===== config.mk =====
export PLATFORM = sky130hd
export DESIGN_NAME = frame_buf_ctrl
export DESIGN_NICKNAME = d
export VERILOG_FILES = /design/src/rtl/frame_buf_ctrl_pkg.sv /design/src/rtl/frame_buf_ctrl_frame_ptr.sv /design/src/rtl/frame_buf_ctrl.sv
export SDC_FILE = /design/constraint.sdc
export NUM_CORES = 1
export LEC_CHECK = 0
export BUFFER_PORTS_ARGS = -buffer_cell sky130_fd_sc_hd__buf_2
export CORE_MARGIN = 4
export CORE_UTILIZATION = 33
export DETAILED_ROUTE_END_ITERATION = 6
export PLACE_DENSITY = 0.84
export SYNTH_ARGS = -nofsm -noshare
export SYNTH_HDL_FRONTEND = slang
export SYNTH_SLANG_ARGS = --single-unit

===== constraint.sdc =====
create_clock -name clk -period 1.23 [get_ports clk]
set_input_delay 0.1845 -clock clk [delete_from_list [all_inputs] [get_ports clk]]
set_output_delay 0.1845 -clock clk [all_outputs]
set_load 0.005 [all_outputs]

===== src/rtl/frame_buf_ctrl_pkg.sv =====
// Shared constants and types for the ping-pong frame buffer controller.
package frame_buf_ctrl_pkg;

  localparam int unsigned DATA_WIDTH_DEF       = 16;
  localparam int unsigned FRAME_ADDR_WIDTH_DEF = 2;

  localparam logic BANK0 = 1'b0;
  localparam logic BANK1 = 1'b1;

  typedef enum logic {
    RD_IDLE = 1'b0,
    RD_SCAN = 1'b1
  } rd_state_e;

  // Memory address = {bank, frame pointer}.
  function automatic int unsigned mem_addr_width(input int unsigned frame_addr_width);
    return frame_addr_width + 1;
  endfunction

endpackage


===== src/rtl/frame_buf_ctrl_frame_ptr.sv =====
// Frame pointer plus bank select. The pointer wraps on its own; the bank bit
// only toggles on an explicit swap and is never carried into.
module frame_buf_ctrl_frame_ptr
  import frame_buf_ctrl_pkg::*;
#(
  parameter int unsigned PTR_WIDTH = FRAME_ADDR_WIDTH_DEF
) (
  input  logic                 clk,
  input  logic                 reset,
  input  logic                 step,
  input  logic                 swap,
  output logic [PTR_WIDTH-1:0] ptr,
  output logic                 bank,
  output logic                 last
);

  always_ff @(posedge clk) begin
    if (!reset) begin
      ptr  <= '0;
      bank <= BANK0;
    end else begin
      if (step) ptr <= ptr + 1'b1;
      if (swap) bank <= ~bank;
    end
  end

  assign last = &ptr;

endmodule


===== src/rtl/frame_buf_ctrl.sv =====
// Ping-pong frame controller: fills one memory bank from the pixel stream while
// the other is scanned out, repeating the last complete frame until a newer one lands.
//
//  state   | meaning
//  RD_IDLE | read bank holds no complete frame, no reads issued
//  RD_SCAN | read bank full, one read issued per out_ready cycle
module frame_buf_ctrl
  import frame_buf_ctrl_pkg::*;
#(
  parameter int unsigned DATA_WIDTH       = DATA_WIDTH_DEF,
  parameter int unsigned FRAME_ADDR_WIDTH = FRAME_ADDR_WIDTH_DEF,
  localparam int unsigned MEM_ADDR_WIDTH  = mem_addr_width(FRAME_ADDR_WIDTH)
) (
  input  logic                      clk,
  input  logic                      reset,
  input  logic                      in_valid,
  input  logic [DATA_WIDTH-1:0]     in_data,
  output logic                      in_ready,
  output logic                      mem_wr_en,
  output logic [MEM_ADDR_WIDTH-1:0] mem_wr_addr,
  output logic [DATA_WIDTH-1:0]     mem_wr_data,
  output logic                      mem_rd_en,
  output logic [MEM_ADDR_WIDTH-1:0] mem_rd_addr,
  input  logic [DATA_WIDTH-1:0]     mem_rd_data,
  input  logic                      out_ready,
  output logic                      out_valid,
  output logic [DATA_WIDTH-1:0]     out_data,
  output logic                      out_sof,
  output logic [1:0]                bank_full
);

  logic [FRAME_ADDR_WIDTH-1:0] w_ptr, r_ptr;
  logic                        w_bank, r_bank, w_last, r_last;
  logic                        wr_xfer, w_done;
  logic                        rd_issue, r_end, r_swap, r_other;
  logic [1:0]                  bank_full_nxt;
  rd_state_e                   rd_state;

  frame_buf_ctrl_frame_ptr #(.PTR_WIDTH(FRAME_ADDR_WIDTH)) u_wr_ptr (
    .clk   (clk),
    .reset (reset),
    .step  (wr_xfer),
    .swap  (w_done),
    .ptr   (w_ptr),
    .bank  (w_bank),
    .last  (w_last)
  );

  frame_buf_ctrl_frame_ptr #(.PTR_WIDTH(FRAME_ADDR_WIDTH)) u_rd_ptr (
    .clk   (clk),
    .reset (reset),
    .step  (rd_issue),
    .swap  (r_swap),
    .ptr   (r_ptr),
    .bank  (r_bank),
    .last  (r_last)
  );

  // Writer side: never enters a bank that still holds an unreleased frame.
  assign in_ready    = !bank_full[w_bank];
  assign wr_xfer     = in_valid & in_ready;
  assign w_done      = wr_xfer & w_last;
  assign mem_wr_en   = wr_xfer;
  assign mem_wr_addr = {w_bank, w_ptr};
  assign mem_wr_data = in_data;

  // Reader state is derived from the full flag of the bank it points at.
  always_comb begin
    rd_state = bank_full[r_bank] ? RD_SCAN : RD_IDLE;
  end

  always_ff @(posedge clk) begin
    if (!reset) begin
      bank_full <= 2'b00;
      out_valid <= 1'b0;
      out_sof   <= 1'b0;
    end else begin
      bank_full <= bank_full_nxt;
      out_valid <= rd_issue;
      out_sof   <= rd_issue && (r_ptr == '0);
    end
  end

  // Swap decision uses pre-edge flags, so a frame finishing on the same edge
  // causes one repeat scan. Set and clear can only hit different banks.
  always_comb begin
    r_other       = (r_bank == BANK0) ? BANK1 : BANK0;
    r_end         = rd_issue & r_last;
    r_swap        = r_end & bank_full[r_other];
    bank_full_nxt = bank_full;
    if (w_done) bank_full_nxt[w_bank] = 1'b1;
    if (r_swap) bank_full_nxt[r_bank] = 1'b0;
  end

  always_comb begin
    rd_issue    = (rd_state == RD_SCAN) && out_ready;
    mem_rd_en   = rd_issue;
    mem_rd_addr = {r_bank, r_ptr};
    out_data    = mem_rd_data;
  end

endmodule


# ---- Word-level counts from Yosys, hierarchy flattened
# Index checks and enable logic that the tools add are counted.
dict set report totals {
  wordCells 45
  ff_bits 10
  output_inout_bits 45
  input_bits 36
}
dict set report classes {
  add_sub_neg 2
  n_reduce_logical 8
  bitwise_logic 9
  muxes 14
  n_lt_le_gt_ge 5
}
# operator n
set ops {}
lappend ops {{$mux W1} 10}
lappend ops {{$lt A1 B2 Y1 const B} 3}
lappend ops {{$add A2 B1 Y2 const B} 2}
lappend ops {{$and A1 B1 Y1} 4}
lappend ops {{$logic_and A1 B1 Y1} 4}
lappend ops {{$mux W2} 2}
lappend ops {{$reduce_and A2 Y1} 2}
lappend ops {{$and A2 B2 Y2} 1}
lappend ops {{$demux W1 S1} 2}
lappend ops {{$ge A1 B1 Y1 const B} 2}
lappend ops {{$logic_not A2 Y1} 1}
lappend ops {{$not A1 Y1} 2}
lappend ops {{$not A2 Y2} 1}
lappend ops {{$or A2 B2 Y2} 1}
lappend ops {{$logic_not A1 Y1} 1}

# ---- Depth between registers and ports, before layout
# Gate-level depths: netlist of the first run.
dict set report depth {
  word_depth 8
  ltp_mapped 4
  mapped_depth_nobuf 4
}

# ---- Cells and area by module
# A second synthesis of the first run with hierarchy kept.
dict set report unflattened {
  hier_cells 74
  hier_area_um2 691.9
}
# mod cells_each seq_area_each_um2 n_inst area_each_um2
set modules_own_cells {}
lappend modules_own_cells {frame_buf_ctrl 54 80.1 1 454.2}
lappend modules_own_cells {frame_buf_ctrl_frame_ptr 10 60.1 2 118.9}

# ---- Worst setup path after synthesis of the first run
# No wires, ideal clock.
dict set report synth_timing {
  path_kind {flip-flop to flip-flop}
  startpoint {register u_wr_ptr.bank}
  endpoint {register u_wr_ptr.ptr[1]}
  path_slack_ps 154
  required_ps 1158
  setup_time_ps 72
  path_stages_with_launch 4
  arrival_time_ps 1005
  period_less_slack_ps 1076
  path_buffers 0
  cell_sequence {dfxtp_1 > mux2i_1 > and2_4 > mux2i_1}
}
dict set report synth_between {
  elab_chain_len 4
}
# element line
set synth_lines {}
lappend synth_lines {{from (decl)} frame_buf_ctrl_frame_ptr.sv:13} ;# output logic bank,
lappend synth_lines {{from (signal assigned)} frame_buf_ctrl_frame_ptr.sv:23} ;# if (swap) bank <= ~bank;
lappend synth_lines {{$mux W1 (not written as such) (2 in a row)} frame_buf_ctrl.sv:60} ;# assign in_ready = !bank_full[w_bank];
lappend synth_lines {{$logic_not A1 Y1} frame_buf_ctrl.sv:60}
lappend synth_lines {{net in_ready} frame_buf_ctrl.sv:18} ;# output logic in_ready,
lappend synth_lines {{$and A1 B1 Y1} frame_buf_ctrl.sv:61} ;# assign wr_xfer = in_valid & in_ready;
lappend synth_lines {{net mem_wr_en} frame_buf_ctrl.sv:19} ;# output logic mem_wr_en,
lappend synth_lines {{to (signal assigned)} frame_buf_ctrl_frame_ptr.sv:22} ;# if (step) ptr <= ptr + 1'b1;
lappend synth_lines {{to (decl)} frame_buf_ctrl_frame_ptr.sv:12} ;# output logic [PTR_WIDTH-1:0] ptr,
# The timed path passes the listed nets, and every way through them passes these cells. The select of a mux whose other input is x is not followed.
# A chain may end at the register's enable or synchronous reset.

# ---- Worst setup path in the final report of the first run
dict set report layout_timing {
  startpoint {register u_wr_ptr.bank}
  endpoint {output port mem_wr_en}
}
dict set report layout_between {
  elab_chain_len 4
}
# element line
set layout_lines {}
lappend layout_lines {{$mux W1 (not written as such) (2 in a row)} frame_buf_ctrl.sv:60}
lappend layout_lines {{$logic_not A1 Y1} frame_buf_ctrl.sv:60}
lappend layout_lines {{$and A1 B1 Y1} frame_buf_ctrl.sv:61}
lappend layout_lines {{to (decl)} frame_buf_ctrl.sv:19}
# Every way passes these cells. The select of a mux whose other input is x is not followed.

==> results of run 1 <==
-- metrics by stage --
| step | power [mW] | hold slack [ps] | cell area, um^2 |
|---|---|---|---|
| floorplan | 0.456 | 325 | 708 |
| global placement | 0.390 | 369 | 577 |
| detailed placement | 0.393 | 369 | 577 |
| CTS | 0.613 | 225 | 634 |
| global route | 0.633 | 244 | 667 |
| finish | 0.608 | 226 | 667 |
-- power breakdown --
part           internal [mW]  switching (mW)
Sequential             0.328         0.00660
Combinational         0.0337          0.0266
Clock                  0.112           0.101
Total                  0.474           0.134
-- cell type report --
cell class                      count  area [um^2]
Fill cell                         211         1340
Multi-Input combinational cell     31          229
Sequential cell                    10          210
Timing Repair Buffer               24          156
Tap cell                           27         33.8
Clock buffer                        3         22.5
Inverter                            4         15.0
-- cell families (layout without fill, tap and decap cells) --
kind of cell | count (synthesis) | in the layout | synth area share (%)
flops | 10 | 10 | 28.3
buf+inv | 40 | 31 | 39.9
xor+xnor | 1 | 1 | 1.24
compound gates | 5 | 5 | 6.01
fa+ha+maj | 3 | 3 | 5.30
mux | 5 | 5 | 7.07
simple gates | 17 | 17 | 12.2
-- layout by cell type (no fill, tap or decap) --
cell,count
mux2i_1,4
nor2_1,2
o21ai_1,1
o21ai_0,1
o311a_1,1
xnor2_1,1
buf_2,14
ha_1,3
inv_1,4
buf_6,3
o221a_2,2
clkbuf_4,3
and2_4,1
dfxtp_1,6
and3_1,1
nand4b_1,1
dfxtp_2,2
mux2i_2,1
and2_1,2
dfxtp_4,2
nand2_1,8
buf_4,7
nor2b_1,1
nand4_1,1
-- worst paths after layout --
check | slack (ps) | depth (start not counted) | endpoint
worst max-delay path | -70 | 3 | mem_wr_en
worst min-delay path | 230 | 3 | u_wr_ptr.ptr[0]
worst max register to register | 40 | 5 | u_wr_ptr.ptr[1]
worst min register to register | 490 | 2 | u_wr_ptr.ptr[1]
-- what timing repair did --
action | 4_1_cts | 5_1_grt
setup buffers | 2 | 3
pin swaps | 1 | 1
resized for setup | 6 | 4
endpoints found under the setup margin | 3 | 3
cloned | 0 | 0
-- worst max-delay path: stages (launching register included) --
cell and delay (ps):
dfxtp_2 350, mux2i_2 240, and2_4 190, buf_6 90
-- metal layers --
metal  global-route usage (%)  up-vias  part of all wire, %
met5                        0        -                    0
met1                     6.68      207                   35
met3                     4.36        8                   14
met2                     14.3       21                   49
met4                     7.47        0                  2.0
li1                         -      209                    -
-- flip-flops by register name, indices dropped and copies added, names as in the netlist --
register       count
bank_full          2
out_sof            1
out_valid          1
u_rd_ptr.bank      1
u_rd_ptr.ptr       2
u_wr_ptr.bank      1
u_wr_ptr.ptr       2
==> summary.txt, run 1 <==
Run status
  – Status: finished with violations
  – Failing checks: setup timing

Placement
  – Placed Cells incl. Taps: 91
  – GPL Wtd Cong: 0.727
  – Worst slack, placed: 118 ps
  – Buffers on Ports: 16
  – Dpl hpwl: 913 um

Drt
  – Detailed Routing Iterations Pass 1: 2
  – WL final: 1.26 mm
  – Drc violations: 0
  – Initial DRC count: 7
  – Drt via density: 4.49
  – Post-DRT Antenna Nets: 0
  – Via count: 445
  – Wirelength per Cell: 12.7 um

GRT
  – Grt total ovfl: 0
  – First-pass GRT wire length: 1.75 mm
  – Vias in the first global route: 413
  – Total track usage: 8.30%
  – Initial antenna violation count: 0
  – Pin count of the biggest net entering global routing: 15

Yosys
  – Cells after Synth: 81
  – Mean post-synth cell area: 8.74 um^2
  – Yosys top cell by area: buf_4
  – Synth cell types: 19
  – Synth Cell Area: 708 um^2
  – Most frequent cell after synthesis: buf_4
  – Syn nets: 120
  – Synth Register Bits: 10
  – Ys async rst share: 0%
  – Post-synth EDFFs: 0
  – Share of the synthesized area in the top cell type: 37.1%
  – Ys Warns: 0
  – Largest cells by area after synthesis: buf_4 37%, dfxtp_1 28%, mux2i_1 7.1%
  – Synth cell count leaders: 35 x buf_4, 10 x dfxtp_1, 8 x nand2_1
  – Seq/Total Area, Yosys: 28.3%
  – Most common flop cell mapped by yosys: dfxtp_1

Pwr
  – Max IR drop VDD: 358 uV
  – PD cells: 911 nW/um^2
  – LEAKAGE: 0.313 nW

Final layout
  – Share of cells above drive strength 1: 48.6%
  – Nets: 113
  – Util after Layout: 33.3%
  – Antenna Cells: 0
  – Final std cells w/o fill: 99
  – Syn-to-layout area delta: -5.83%

Die
  – Die Span Y: 54.3 um
  – Starting Density: 35.4%
  – Die width: 54.3 um
  – Total core area: 2000 um^2
  – Cell Rows: 16
  – Ports: 81
  – Die ar.: 2950 um^2

CTS
  – CTS H-Tree Depth: 1
  – Worst skew pair latency: 250 ps
  – CTS tree: done
  – Clock Tree Root: clkbuf_4
  – Num Clock Sinks: 10
  – Hold-fix buffers at CTS: 0
  – Number of CTS-inserted buffers: 3
  – Deepest clock path buffer count: 2
  – Clock-pin slew on the worst setup and hold paths: 60 ps

STA
  – Final Hold Viols: 0
  – FMAX: 767 MHz
  – RSZ-0062 raised after global routing: true
  – Post-Route Setup TNS: -106 ps
  – Layout Skew: 1.18 ps
  – Worst slew margin: 84.7%
  – Worst setup margin: -73.0 ps
  – Slew Limit Fails: 0
  – Setup violation total in the final timing report: 2
  – Crit path time final: 1300 ps
  – Period utilisation layout: 106%
  – Worst Tran Pin Value: 230 ps

Hold path
  – Tightest Hold Check Type: input port to flop
  – Worst hold start: in_valid

Run
  – Max-Cap Viols: 0

Setup path
  – Reg2reg start: u_wr_ptr.bank
  – Critical path fanouts, max: 2
  – Crit. End Element: output pin
  – CP Data Required Time: 1050 ps
  – WP data arrival: 1120 ps
  – Launch point of the worst path: u_wr_ptr.bank
  – Crit Path Category: flop to output pin
  – Crit path launch type: flop
No activity file was read; power rests on OpenSTA's default activity.
==> inputs of run 2 (changes only) <==
- CORE_UTILIZATION: 33 -> 35
- CTS_CLUSTER_DIAMETER: default -> 100
- PLACE_DENSITY: 0.84 -> 0.88
- clock period: 1.23 -> 1.5 ns (I/O delays scaled with it)
==> run 2 against run 1 <==
  * The run now ends clean
  * Sequential share of layout area grew 2.4 points
  * Register-to-register slack better by 360 ps
  * Clock power rose by 14%
  * Via count fell by 6.5%
  * Worst setup slack better by 160 ps
  * Critical path depth is the same
  * Hold slack better by 28 ps
  * Cell area shrank 9.9%
  * Critical path type unchanged
  * Highest routed layer unchanged
==> summary.txt, run 2 (synthesis gave the netlist of run 1 again) <==
CTS
  – Number of CTS-inserted buffers: 3
  – Deepest clock path buffer count: 2
  – CTS H-Tree Depth: 1
  – CTS tree: done
  – Hold-fix buffers at CTS: 0
  – Clock Tree Root: clkbuf_4
  – Clock-pin slew on the worst setup and hold paths: 70 ps
  – Worst skew pair latency: 260 ps
  – Num Clock Sinks: 10

GRT
  – Vias in the first global route: 422
  – Pin count of the biggest net entering global routing: 15
  – Total track usage: 9.12%
  – Grt total ovfl: 0
  – First-pass GRT wire length: 1.83 mm
  – Initial antenna violation count: 0

Drt
  – Drc violations: 0
  – Detailed Routing Iterations Pass 1: 2
  – Initial DRC count: 3
  – Drt via density: 4.52
  – Via count: 416
  – Wirelength per Cell: 12.9 um
  – Post-DRT Antenna Nets: 0
  – WL final: 1.19 mm

STA
  – RSZ-0062 raised after global routing: false
  – Crit path time final: 1420 ps
  – Fin Hold WS: 254 ps
  – Slew Limit Fails: 0
  – Worst Tran Pin Value: 209 ps
  – Post-Route Setup TNS: 0 ps
  – Worst slew margin: 85.8%
  – Worst setup margin: 84.6 ps
  – Setup violation total in the final timing report: 0
  – Layout Skew: 3.09 ps
  – Final Hold Viols: 0
  – FMAX: 707 MHz
  – Period utilisation layout: 94.4%

Final layout
  – Final std cells w/o fill: 92
  – Largest regs: bank_full (2), u_rd_ptr.ptr (2), u_wr_ptr.ptr (2)
  – Syn-to-layout area delta: -15.2%
  – Share of cells above drive strength 1: 43.1%
  – Nets: 105
  – Most common cell after layout, fill and taps aside: buf_2
  – Antenna Cells: 0
  – Commonest cells after routing, fill and taps aside: 16 x buf_2, 8 x nand2_1, 7 x dfxtp_1

Die
  – Die width: 53.0 um
  – Total core area: 1940 um^2
  – Die ar.: 2810 um^2
  – Starting Density: 36.5%
  – Cell Rows: 16
  – Die Span Y: 53.0 um
  – Ports: 81

Setup path
  – Crit. End Element: output pin
  – Crit path launch type: flop
  – WP data arrival: 1190 ps
  – Critical path fanouts, max: 4
  – CP Data Required Time: 1270 ps
  – Reg2reg start: u_rd_ptr.ptr[0]
  – Crit Path Category: flop to output pin
  – Launch point of the worst path: u_wr_ptr.bank

Placement
  – Worst slack, placed: 289 ps
  – Placed Cells incl. Taps: 88
  – Dpl hpwl: 976 um
  – GPL Wtd Cong: 0.778
  – Buffers on Ports: 16

Pwr
  – PD cells: 928 nW/um^2
  – Power after layout: 557 uW
  – Max IR drop VDD: 379 uV
  – LEAKAGE: 0.273 nW

Run
  – Max-Cap Viols: 0

Run status
  – Status: completed

Hold path
  – Tightest Hold Check Type: input port to flop
  – Worst hold start: in_valid
[run 2: critical path, cell delays in order, from the launching register on]
cell	delay [ps]
dfxtp_2	360
mux2i_2	260
and2_4	190
buf_2	110
[run 2: metrics by stage]
stage | cell area (um^2) | util (%)
6_report | 601 | 30.9
5_1_grt | 601 | 30.9
4_1_cts | 593 | 30.5
3_5_place_dp | 554 | 28.5
3_3_place_gp | 554 | 28.5
2_1_floorplan | 708 | -
[run 2: what timing repair did]
| action | CTS | global route |
|---|---|---|
| buffers inserted | 0 | 0 |
| setup endpoints to repair | 1 | 1 |
| gates resized for setup | 1 | 4 |
| pin swaps | 0 | 0 |
[run 2: final cells by class]
| type | instances | area, um^2 |
|---|---|---|
| fillers | 200 | 1340 |
| multi-input cells | 31 | 231 |
| flip-flops and latches | 10 | 204 |
| repair buffers | 16 | 80.1 |
| clock buffers | 4 | 36.3 |
| well taps | 27 | 33.8 |
| inverters | 4 | 15.0 |
[run 2: power breakdown]
part / switching (mW) / leakage, nW / internal [mW] / total [mW]
Combinational: 0.0188 / 0.169 / 0.0192 / 0.0380
Sequential: 0.00524 / 0.0825 / 0.272 / 0.277
Clock: 0.0948 / 0.0210 / 0.147 / 0.242
[run 2: metal layers]
| metal | track usage (%) | part of all wire (%) | wire length (um) |
|---|---|---|---|
| met5 | 0 | 0 | 0 |
| met4 | 9.36 | 6.4 | 76 |
| met3 | 6.76 | 18 | 212 |
| met2 | 13.6 | 46 | 543 |
| met1 | 7.41 | 30 | 356 |
[run 2: final timing paths]
kind	to	slack, ps	depth (start not counted)
setup / recovery	mem_wr_en	80	3
hold / removal	u_wr_ptr.ptr[0]	250	3
hold reg to reg	u_wr_ptr.ptr[1]	480	2
setup reg to reg	bank_full[1]	400	3
==> inputs of run 3 (changes only) <==
- CORE_UTILIZATION: 35 -> 32
- CTS_CLUSTER_SIZE: default -> 40
- PLACE_DENSITY: 0.88 -> 0.83
- SYNTH_HIERARCHICAL: default -> 1
- clock period: 1.5 -> 1.49 ns (I/O delays scaled with it)
==> run 3 against run 2 <==
  * Power fell by 8.9%
  * Critical endpoint is now mem_rd_en
  * Count of clock-buffer cells in the layout fell by 1
  * Sequential cell count did not move
  * Hold slack improved by 3.0 ps
  * Register-to-register slack got worse by 100 ps
  * Highest routed layer unchanged
  * Worst setup slack improved by 13 ps
==> summary.txt, run 3 <==
Run status
  – Status: completed

GRT
  – Pin count of the biggest net entering global routing: 9
  – Initial antenna violation count: 0
  – Vias in the first global route: 404
  – First-pass GRT wire length: 1.69 mm
  – Total track usage: 8.19%
  – Grt total ovfl: 0

Final layout
  – Nets: 99
  – Commonest cells after routing, fill and taps aside: 16 x buf_2, 6 x dfxtp_1, 4 x xor2_1, 4 x and2_1
  – Antenna Cells: 0
  – Multi-input gate area: 246 um^2
  – Most common cell after layout, fill and taps aside: buf_2
  – Syn-to-layout area delta: -13.0%
  – Largest regs: bank_full (2), u_rd_ptr/ptr (2), u_wr_ptr/ptr (2)
  – # fillers: 216
  – Storage element area: 208 um^2
  – Share of cells above drive strength 1: 49.2%

Setup path
  – Critical path fanouts, max: 5
  – Crit. End Element: output pin
  – WP data arrival: 1170 ps
  – Crit path launch type: flop
  – CP Data Required Time: 1270 ps
  – Crit Path Category: flop to output pin

STA
  – Setup violation total in the final timing report: 0
  – RSZ-0062 raised after global routing: false
  – Period utilisation layout: 93.4%
  – Worst Tran Pin Value: 234 ps
  – Final Hold Viols: 0
  – Worst slew margin: 84.1%
  – Crit path time final: 1390 ps
  – Post-Route Setup TNS: 0 ps
  – Layout Skew: 2.39 ps
  – FMAX: 718 MHz
  – Slew Limit Fails: 0

Yosys
  – Largest cells by area after synthesis: buf_4 37%, dfxtp_1 29%, mux2i_1 5.8%
  – Synth cell types: 17
  – Synth Cell Area: 692 um^2
  – Synth Register Bits: 10
  – Most frequent cell after synthesis: buf_4
  – Cells after Synth: 74
  – Mean post-synth cell area: 9.35 um^2
  – Syn nets: 112
  – Share of the synthesized area in the top cell type: 36.9%
  – Synth cell count leaders: 34 x buf_4, 10 x dfxtp_1, 5 x and2_1
  – Post-synth EDFFs: 0
  – Most common flop cell mapped by yosys: dfxtp_1
  – Ys Warns: 6
  – Yosys top cell by area: buf_4
  – Seq/Total Area, Yosys: 28.9%
  – Ys async rst share: 0%

Pwr
  – Max IR drop VDD: 195 uV
  – Pint: 391 uW
  – Sequential Power Share: 55.3%
  – PD cells: 843 nW/um^2
  – LEAKAGE: 0.289 nW
  – Gate power share: 8.9%
  – Clock power frac: 35.9%
  – Sw frac: 22.9%
  – NetSw: 116 uW
  – Power after layout: 507 uW

Drt
  – Post-DRT Antenna Nets: 0
  – Detailed Routing Iterations Pass 1: 3
  – Initial DRC count: 4
  – Drt via density: 4.49
  – Wirelength per Cell: 13.0 um
  – WL final: 1.12 mm
  – Via count: 386
  – Drc violations: 0

Placement
  – GPL Wtd Cong: 0.704
  – Buffers on Ports: 16

CTS
  – Post-CTS setup buffer count: 0
  – CTS H-Tree Depth: 1
  – Deepest clock path buffer count: 2
  – Clock-pin slew on the worst setup and hold paths: 60 ps
  – Num Clock Sinks: 10
  – Worst skew pair latency: 260 ps
  – Number of CTS-inserted buffers: 3
  – CTS resizes: 4
  – CTS tree: done
  – Hold-fix buffers at CTS: 0
  – Clock Tree Root: clkbuf_4

Die
  – Die Span Y: 54.5 um
  – Cell Rows: 16
  – Total core area: 2000 um^2
  – Starting Density: 34.6%
  – Die ar.: 2970 um^2
  – Ports: 81
  – Die width: 54.5 um

Hold path
  – Tightest Hold Check Type: input port to flop

Run
  – Max-Cap Viols: 0
-- run 3: changes by cell type in the layout (fill, tap and decap cells not counted), sizes merged, moves of 2 or more --
cell	delta
o221a	-2
o21ai	-2
nand2	-8
nor2b	+2
and2	+2
xor2	+4
-- run 3: layout make-up --
| type | instances | share of cell area, % |
|---|---|---|
| multi-input combinational | 27 | 41.0 |
| tap | 27 | 5.61 |
| timing repair buffer | 16 | 13.3 |
| sequential | 10 | 34.5 |
| inverter | 3 | 1.87 |
| clock buffer | 3 | 3.74 |
-- run 3: worst paths after layout --
kind	startpoint	to	slack [ps]	cells past startpoint
hold / removal	out_ready	out_valid	260	2
setup reg to reg	u_rd_ptr/bank	u_rd_ptr/ptr[0]	300	4
setup / recovery	u_rd_ptr/bank	mem_rd_en	100	3
hold reg to reg	u_rd_ptr/bank	bank_full[1]	510	1
-- run 3: per-stage QoR --
step	cell area (um^2)	hold slack (ps)	util (%)	setup slack [ps]	cells
2_1_floorplan	692	345	-	252	74
3_3_place_gp	551	447	27.5	249	83
3_5_place_dp	551	447	27.5	213	83
4_1_cts	583	253	29.1	12.9	86
5_1_grt	602	257	30.1	27.5	86
6_report	602	257	30.1	97.9	86
-- run 3: worst max-delay path, stage by stage, from the launching register on --
cell and delay (ps):
dfxtp_2 390, mux2i_2 290, nor2b_2 100, buf_2 140
-- run 3: cell families after synthesis --
kind of cell | Yosys count | share of synthesized area (%)
adders and majority gates | 2 | 3.62
xor gates and xnor gates | 4 | 5.06
AOI/OAI and AO/OA | 3 | 4.16
buffers and inverters | 37 | 38.5
DFF | 10 | 28.9
and+or+nand+nor | 14 | 13.9
muxes | 4 | 5.79
-- run 3: power by group through the flow --
| stage | combinational (mW) | sequential (mW) | clock, mW |
|---|---|---|---|
| 2_1_floorplan | 0.0920 | 0.287 | 0 |
| 3_3_place_gp | 0.0416 | 0.287 | 0 |
| 3_5_place_dp | 0.0428 | 0.287 | 0 |
| 4_1_cts | 0.0451 | 0.282 | 0.188 |
| 5_1_grt | 0.0516 | 0.281 | 0.200 |
| 6_report | 0.0450 | 0.280 | 0.182 |
-- run 3: metal layers --
metal  part of all wire, %  global-route usage [%]  vias up
met5                     0                       0        -
met4                   1.1                    7.88        0
met3                    14                    4.36        2
met2                    49                    12.2       30
met1                    35                    8.01      174
li1                      -                       -      180
